File: src/rtl/mips_multicycle_core.sv
// mips_multicycle_core: multi-cycle MIPS subset core with one shared valid/ready memory port,
// a retired-instruction counter and a sticky fault/halt state.
module mips_multicycle_core #(
    parameter logic [31:0] RESET_PC  = 32'h0000_0000,
    parameter logic [31:0] CRYPT_KEY = 32'hDEADB3EF,
    parameter int          RETIRE_W  = 32
) (
    input  logic                clk,
    input  logic                reset,
    output logic                mem_req,
    output logic                mem_we,
    output logic [31:0]         mem_addr,
    output logic [31:0]         mem_wdata,
    input  logic                mem_ready,
    input  logic [31:0]         mem_rdata,
    output logic                halted,
    output logic [1:0]          fault,
    output logic [RETIRE_W-1:0] retired,
    output logic [31:0]         pc_debug,
    output logic [31:0]         instruction_debug,
    output logic [2:0]          state_debug
);
    typedef enum logic [2:0] {
        FETCH  = 3'd0,
        DECODE = 3'd1,
        EXEC   = 3'd2,
        MEM    = 3'd3,
        WB     = 3'd4,
        HALT   = 3'd7
    } state_t;

    state_t state_q, state_d;
    logic [31:0] pc_q, pc_d, ir_q, ir_d, a_q, a_d, b_q, b_d;
    logic [31:0] imm_q, imm_d, alu_q, alu_d, mdr_q, mdr_d;
    logic [RETIRE_W-1:0] ret_q, ret_d;
    logic [1:0] fault_q, fault_d;
    logic [31:0] rf_q [32];
    logic rf_we;
    logic [4:0] rf_waddr;
    logic [31:0] rf_wdata;

    logic [5:0] op, funct;
    logic [4:0] rs, rt, rd;
    logic is_r, is_mem, legal, sel_and, sel_or, sel_sub, sel_slt, sel_xc;
    logic [31:0] imm_ext, opnd, alu_res;

    assign op      = ir_q[31:26];
    assign rs      = ir_q[25:21];
    assign rt      = ir_q[20:16];
    assign rd      = ir_q[15:11];
    assign funct   = ir_q[5:0];
    assign is_r    = op == 6'h00;
    assign is_mem  = op == 6'h23 || op == 6'h2B;
    assign legal   = is_r ? (funct inside {6'h20, 6'h22, 6'h24, 6'h25, 6'h2A, 6'h3F})
                          : (op inside {6'h08, 6'h0C, 6'h0D, 6'h23, 6'h2B, 6'h04, 6'h02, 6'h03});
    assign imm_ext = (op == 6'h0C || op == 6'h0D) ? {16'h0000, ir_q[15:0]} : {{16{ir_q[15]}}, ir_q[15:0]};
    // I-type ops reuse the R-type datapath with the latched immediate as second operand
    assign opnd    = is_r ? b_q : imm_q;
    assign sel_and = is_r ? funct == 6'h24 : op == 6'h0C;
    assign sel_or  = is_r ? funct == 6'h25 : op == 6'h0D;
    assign sel_sub = is_r && funct == 6'h22;
    assign sel_slt = is_r && funct == 6'h2A;
    assign sel_xc  = is_r && funct == 6'h3F;
    assign alu_res = sel_and ? a_q & opnd :
                     sel_or  ? a_q | opnd :
                     sel_sub ? a_q - opnd :
                     sel_slt ? {31'd0, $signed(a_q) < $signed(opnd)} :
                     sel_xc  ? (a_q + opnd) ^ CRYPT_KEY : a_q + opnd;

    always_comb begin
        state_d  = state_q;
        pc_d     = pc_q;
        ir_d     = ir_q;
        a_d      = a_q;
        b_d      = b_q;
        imm_d    = imm_q;
        alu_d    = alu_q;
        mdr_d    = mdr_q;
        ret_d    = ret_q;
        fault_d  = fault_q;
        rf_we    = 1'b0;
        rf_waddr = rt;
        rf_wdata = alu_q;
        case (state_q)
            FETCH: if (mem_ready) begin
                ir_d    = mem_rdata;
                pc_d    = pc_q + 32'd4;
                state_d = DECODE;
            end
            DECODE: begin
                a_d     = rf_q[rs];
                b_d     = rf_q[rt];
                imm_d   = imm_ext;
                fault_d = legal ? 2'b00 : 2'b01;
                state_d = legal ? EXEC : HALT;
            end
            EXEC: begin
                alu_d = alu_res;
                if (op == 6'h04 || op == 6'h02 || op == 6'h03) begin
                    pc_d     = op == 6'h04 ? (a_q == b_q ? pc_q + {imm_q[29:0], 2'b00} : pc_q)
                                           : {pc_q[31:28], ir_q[25:0], 2'b00};
                    rf_we    = op == 6'h03;
                    rf_waddr = 5'd31;
                    rf_wdata = pc_q;
                    ret_d    = ret_q + 1'b1;
                    state_d  = FETCH;
                end else if (is_mem) begin
                    fault_d = alu_res[1:0] != 2'b00 ? 2'b10 : 2'b00;
                    state_d = alu_res[1:0] != 2'b00 ? HALT : MEM;
                end else
                    state_d = WB;
            end
            MEM: if (mem_ready) begin
                mdr_d   = mem_rdata;
                ret_d   = op == 6'h2B ? ret_q + 1'b1 : ret_q;
                state_d = op == 6'h2B ? FETCH : WB;
            end
            WB: begin
                rf_we    = 1'b1;
                rf_waddr = is_r ? rd : rt;
                rf_wdata = op == 6'h23 ? mdr_q : alu_q;
                ret_d    = ret_q + 1'b1;
                state_d  = FETCH;
            end
            default: state_d = HALT;
        endcase
    end

    always_ff @(posedge clk) begin
        if (reset) begin
            state_q <= FETCH;
            pc_q    <= RESET_PC;
            ir_q    <= '0;
            a_q     <= '0;
            b_q     <= '0;
            imm_q   <= '0;
            alu_q   <= '0;
            mdr_q   <= '0;
            ret_q   <= '0;
            fault_q <= 2'b00;
            for (int i = 0; i < 32; i++) rf_q[i] <= '0;
        end else begin
            state_q <= state_d;
            pc_q    <= pc_d;
            ir_q    <= ir_d;
            a_q     <= a_d;
            b_q     <= b_d;
            imm_q   <= imm_d;
            alu_q   <= alu_d;
            mdr_q   <= mdr_d;
            ret_q   <= ret_d;
            fault_q <= fault_d;
            if (rf_we && rf_waddr != 5'd0) rf_q[rf_waddr] <= rf_wdata;
        end
    end

    assign mem_req           = !reset && (state_q == FETCH || state_q == MEM);
    assign mem_we            = state_q == MEM && op == 6'h2B;
    assign mem_addr          = state_q == MEM ? alu_q : pc_q;
    assign mem_wdata         = b_q;
    assign halted            = state_q == HALT;
    assign fault             = fault_q;
    assign retired           = ret_q;
    assign pc_debug          = pc_q;
    assign instruction_debug = ir_q;
    assign state_debug       = state_q;
endmodule

File: config.mk
export PLATFORM = sky130hd
export DESIGN_NAME = mips_multicycle_core
export DESIGN_NICKNAME = d
export VERILOG_FILES = /design/src/rtl/mips_multicycle_core.sv
export SDC_FILE = /design/constraint.sdc
export NUM_CORES = 2
export LEC_CHECK = 0
export CELL_PAD_IN_SITES_DETAIL_PLACEMENT = 0
export CELL_PAD_IN_SITES_GLOBAL_PLACEMENT = 1
export CORE_UTILIZATION = 56
export CTS_CLUSTER_SIZE = 12
export DETAILED_ROUTE_END_ITERATION = 8
export HOLD_SLACK_MARGIN = 0.12
export PLACE_DENSITY_LB_ADDON = 0.2
export SLEW_MARGIN = 10
export SYNTH_ARGS = -nofsm -noshare
export SYNTH_HDL_FRONTEND = slang
export SYNTH_SLANG_ARGS = --single-unit
File: constraint.sdc
create_clock -name clk -period 11.39 [get_ports clk]
set_clock_uncertainty 0.05 [all_clocks]
set_input_delay 2.278 -clock clk [delete_from_list [all_inputs] [get_ports clk]]
set_output_delay 2.278 -clock clk [all_outputs]
set_load 0.005 [all_outputs]
### Yosys cells after proc, flatten, opt, wreduce, memory -nomap -nowiden

Memory sizes are Yosys's and may differ from the RTL's. A register that Yosys moved wholly into a read port is not among the register bits.
Index checks and enable logic that the tools add are counted.

* word-level logic and storage cells: 126
* output and inout port bits: 168
* bits in registers: 197
* memories: 1
* RAM bits: 1024
* input port bits: 35

Memory list
* rf_q: depth 32, width 32, rd ports 2, clocked after memory_dff 2, wr ports 32, RTL line 37 `logic [31:0] rf_q [32];`

* equality and inequality tests: 29
* bitwise gates (word level): 3
* reduce and logical (&&, ||, !) cells: 29
* mux-type cells: 49
* $lt $le $gt $ge: 1
* add/sub/neg operators: 5

Operators by type and width (count)
* 32-bit two-way mux: 18
* 32-bit case mux with 2 select lines: 2
* 32-bit case mux with 3 select lines: 1
* 32-bit adder: 2
* 6-bit == test (second input constant): 8
* 32-bit by 1-bit adder with 32-bit output (second input constant): 1
* 32-bit by 3-bit adder with 32-bit output (second input constant): 1
* 32-bit AND: 1
* 32-bit == test: 1
* 32-bit < comparator: 1
* 32-bit OR: 1
* 32-bit OR reduction: 1
* 32-bit subtractor: 1
* 23-bit inverter: 1
* 3-bit two-way mux: 7
* 6-bit by 4-bit == test with 1-bit output (second input constant): 3
* 2-bit != test (second input constant): 8
* 5-bit two-way mux: 3
* 3-bit case mux with 5 select lines: 1
* 6-bit by 2-bit == test with 1-bit output (second input constant): 2
* 1-bit two-way mux: 11
* 5-bit case mux with 2 select lines: 1
* 4-bit AND reduction: 2
* 8-bit nonzero test: 1
* 20 further kinds: 37

### Logic depth before layout (Yosys ltp)

* depth in word-level cells: 14
* mapped depth: 22
* depth with buffers taken out: 17

### Least setup slack after synthesis

No wires, ideal clock.

* path kind: input to output
* from: in reset
* to: out mem_req
* path buffers: 3
* stages: 4
* arrival time: 3172 ps
* data required time: 9062 ps
* setup slack: 5890 ps
* cells stage by stage: clkbuf_1 > clkbuf_1 > clkbuf_1 > nor2_1

* longest elaborated chain between the ends: 2

RTL lines
* from (decl): RTL line 9 `input logic reset,`
* 1-bit logical NOT: RTL line 157 `assign mem_req = !reset && (state_q == FETCH || state_q == MEM);`
* 1-bit logical AND: RTL line 157
* to (decl): RTL line 10 `output logic mem_req,`

Every way passes these cells.

==> metrics.csv <==
stage;metric;value;unit
synthesis;yosysSeqAreaShare;51.4;%
global_routing;track_usage;36.4;%
cts;htree_levels;4;
cts;cts_tree;built;
cts;clk_pin_slew;0.06;ns
floorplanning;dieArea;0.125;mm2
setup_path;crit_arrival;6.32;ns
power;power_density;176;mW/mm2
timing;maxSlewHeadroom;13.7;%
floorplanning;start_util;56.7;%
floorplanning;ioPinCount;203;
synthesis;async_flop_share;0;%
cts;clockBufferDepth;3;
synthesis;syn_area;0.0694;mm2
global_routing;grt_pass1_vias;47300;
synthesis;ys_ff_latch;1268;
cts;clkSinkCount;1268;
setup_path;cp_slowest_cell;nand2b_2;
global_routing;grt_max_degree;124;
synthesis;yosysWarnings;0;
setup_path;cp-start-kind;input port;
setup_path;r2r_cells;18;
global_routing;overflow;0;
timing;rsz0062_at_grt;false;
setup_path;criticalPathCategory;in2reg;
floorplanning;rows;128;
timing;tightest_slew;1.29;ns
status;run_status;complete, no violations;
synthesis;syn_inst;5582;
detailed_routing;wl_per_cell;31.3;um
detailed_routing;ant_nets;0;
timing;final-hold-violation-count;0;
setup_path;r2r_end;alu_q[31];
timing;fin_setup_tns;0;ns
setup_path;rrSetupSlack;5.70;ns
floorplanning;fp.dieW;354;um
setup_path;critPathMaxFanout;123;
timing;slew_viol_final;0;
global_routing;grt_pass1_wl;329;mm
synthesis;synth_edf_count;1024;
timing;fmax;168;MHz
setup_path;r2r-start;instruction_debug[29];
cts;cts_root_buf;clkbuf_16;
detailed_routing;drtPass1Iterations;7;
final_layout;fin_nets;5703;
setup_path;critPathMaxStageDelay;1.04;ns
placement;dp.final_hpwl;149;mm
detailed_routing;routed_wl;228;mm
setup_path;cp-startpoint;reset;
detailed_routing;drc;0;
detailed_routing;via_count;49200;
final_layout;area_growth;11.1;%
final_layout;fillers;9346;
cts;hold_buffers;0;
global_routing;grt_antenna_before_repair;3;
floorplanning;core_area;0.122;mm2
timing;final-setup-viol-count;0;
power;ir_worst_vdd;0.167;mV
cts;clkLatencyLatePin;0.80;ns
cts;numCtsBuffers;139;
setup_path;path_cells;buf_8 > buf_12 > a211o_1 > nor3_1 > nand2_2 > nand2b_2;
cts;post_cts_buffers;0;
power;leakage;24.9;nW
synthesis;syn_avg_cell_area;12.4;um2
synthesis;synth_cell_types;85;
synthesis;synth_ff_type;edfxtp_1;
placement;port-buffer-count;200;
min_path;min_path_type;reg2reg;
floorplanning;die_h;354;um
final_layout;post-route-util;63.0;%
detailed_routing;drt_iter0_drc;7058;
placement;gp_congestion;0.970;
final_layout;drive_above_1_share;19.1;%
setup_path;required;11.75;ns
timing;post-route-period-util;52.3;%
timing;final.min_clock_period;5.96;ns
cts;post_cts_resized;0;
flow_run;max-cap-violations;0;
setup_path;end_kind;flop;
detailed_routing;via_per_inst;6.78;
setup_path;cp-endpoint;rf_q[13][15];
layer usage:
metal | wire length [um] | GRT usage (%) | vias up
met1 | 81300 | 48.3 | 24700
li1 | - | - | 20800
met2 | 105000 | 56.1 | 3258
met3 | 27000 | 7.81 | 497
met4 | 14800 | 20.9 | 0
met5 | 0 | 0 | -
power by group:
part | total [mW] | leakage [nW] | internal (mW) | switching (mW)
Combinational | 3.56 | 10.2 | 1.42 | 2.15
Clock | 4.45 | 2.15 | 2.51 | 1.94
Sequential | 5.58 | 12.5 | 5.23 | 0.344
Total | 13.6 | 24.9 | 9.16 | 4.43
registers in the layout (all words and copies together) (netlist names):
signal,count
a_q,32
pc_debug,30
retired,32
state_debug,3
instruction_debug,32
mdr_q,32
mem_wdata,32
rf_q,1024
fault,2
imm_q,17
alu_q,32
layout by cell type, fill, tap and decap left out, types with 12 or more instances in the layout:
| master | netlist | layout |
|---|---|---|
| nand4_1 | 34 | 34 |
| clkdlybuf4s50_1 | 0 | 199 |
| inv_1 | 119 | 118 |
| and3_1 | 30 | 30 |
| clkbuf_1 | 443 | 32 |
| conb_1 | 1 | 34 |
| nand3_1 | 46 | 46 |
| mux2i_1 | 72 | 72 |
| a21o_1 | 47 | 47 |
| o22ai_1 | 15 | 15 |
| a211oi_1 | 116 | 115 |
| nand2b_2 | 0 | 31 |
| clkinv_1 | 1 | 25 |
| ha_1 | 127 | 127 |
| nor3_1 | 69 | 69 |
| o211ai_1 | 17 | 17 |
| a221oi_1 | 32 | 32 |
| nor2_1 | 1244 | 1243 |
| dfxtp_1 | 244 | 235 |
| xnor2_1 | 115 | 115 |
| nor2b_1 | 13 | 12 |
| nand2_2 | 0 | 20 |
| xor2_1 | 37 | 37 |
| a31oi_1 | 26 | 26 |
| mux2_2 | 31 | 31 |
| buf_4 | 18 | 116 |
| clkbuf_16 | 0 | 142 |
| a222oi_1 | 30 | 30 |
| mux4_2 | 640 | 640 |
| nor4_1 | 13 | 13 |
| o21ai_0 | 97 | 97 |
| o21bai_1 | 14 | 14 |
| nand2b_1 | 52 | 21 |
| nand2_1 | 355 | 334 |
| edfxtp_1 | 1024 | 1024 |
| or3_1 | 16 | 16 |
| a21oi_1 | 215 | 213 |
metrics by stage:
step           std cells  area, um2  setup slack (ns)  power, mW  hold slack, ns
2_1_floorplan       5615      69500              5.89       7.84           0.386
3_3_place_gp        7022      72600              4.83       9.11           0.391
3_5_place_dp        7022      72600              4.75       9.15           0.397
4_1_cts             7266      77100              5.59       13.5           0.405
5_1_grt             7266      77100              5.30       14.0           0.422
6_report            7267      77100              5.43       13.6           0.408
cells in the mapped netlist (16+ instances only):
cell | number | area [um2]
mux2_2 | 31 | 349
a31oi_1 | 26 | 163
nand3_1 | 46 | 230
nand2_1 | 355 | 1330
or3_1 | 16 | 100
nor3_1 | 69 | 345
nor2_1 | 1244 | 4670
mux2i_1 | 72 | 721
buf_4 | 18 | 135
buf_1 | 67 | 251
mux4_2 | 640 | 14400
a221oi_1 | 32 | 280
ha_1 | 127 | 1590
a222oi_1 | 30 | 300
and3_1 | 30 | 188
a211oi_1 | 116 | 871
o21ai_0 | 97 | 485
a21oi_1 | 215 | 1080
edfxtp_1 | 1024 | 30700
inv_1 | 119 | 447
nand4_1 | 34 | 213
clkbuf_1 | 443 | 1660
xor2_1 | 37 | 324
xnor2_1 | 115 | 1010
nand2b_1 | 52 | 325
o211ai_1 | 17 | 128
dfxtp_1 | 244 | 4880
a21o_1 | 47 | 353
worst min path at each step:
stage / from / endpoint / depth (start not counted)
global placement: mdr_q[13] / mdr_q[13] / 2
detailed placement: mdr_q[22] / mdr_q[22] / 2
global route: mdr_q[29] / mdr_q[29] / 2
floorplan: mdr_q[10] / mdr_q[10] / 2
CTS: mdr_q[22] / mdr_q[22] / 2
finish: mdr_q[28] / mdr_q[28] / 2
worst max-delay path, delay by kind of cell:
family	cells	cell delay (ns)
compound gates	1	0.43
buf+inv	2	0.66
simple gates	3	2.78
area by class of cell:
class / instances / area, um2 / area share [%]
clock buffers: 185 / 3810 / 4.94
clock inverters: 59 / 648 / 0.841
inverters: 120 / 455 / 0.591
flip-flops and latches: 1268 / 35700 / 46.3
well taps: 1625 / 2030 / 2.64
multi-input cells: 3689 / 31500 / 40.9
diodes: 1 / 2.50 / 0.00325
repair buffers: 320 / 2960 / 3.84
cells by family after synthesis:
kind of cell	Yosys count	synth area share, %
multiplexers	743	22.3
AO/OA/AOI/OAI	702	6.71
adder cells (fa/ha/maj)	130	2.38
other	1	0.00541
XOR/XNOR	153	1.94
buffers and inverters	658	3.70
flip-flops	1268	51.4
AND/OR/NAND/NOR	1927	11.6
Note: power is estimated with default switching activity, not from simulation.
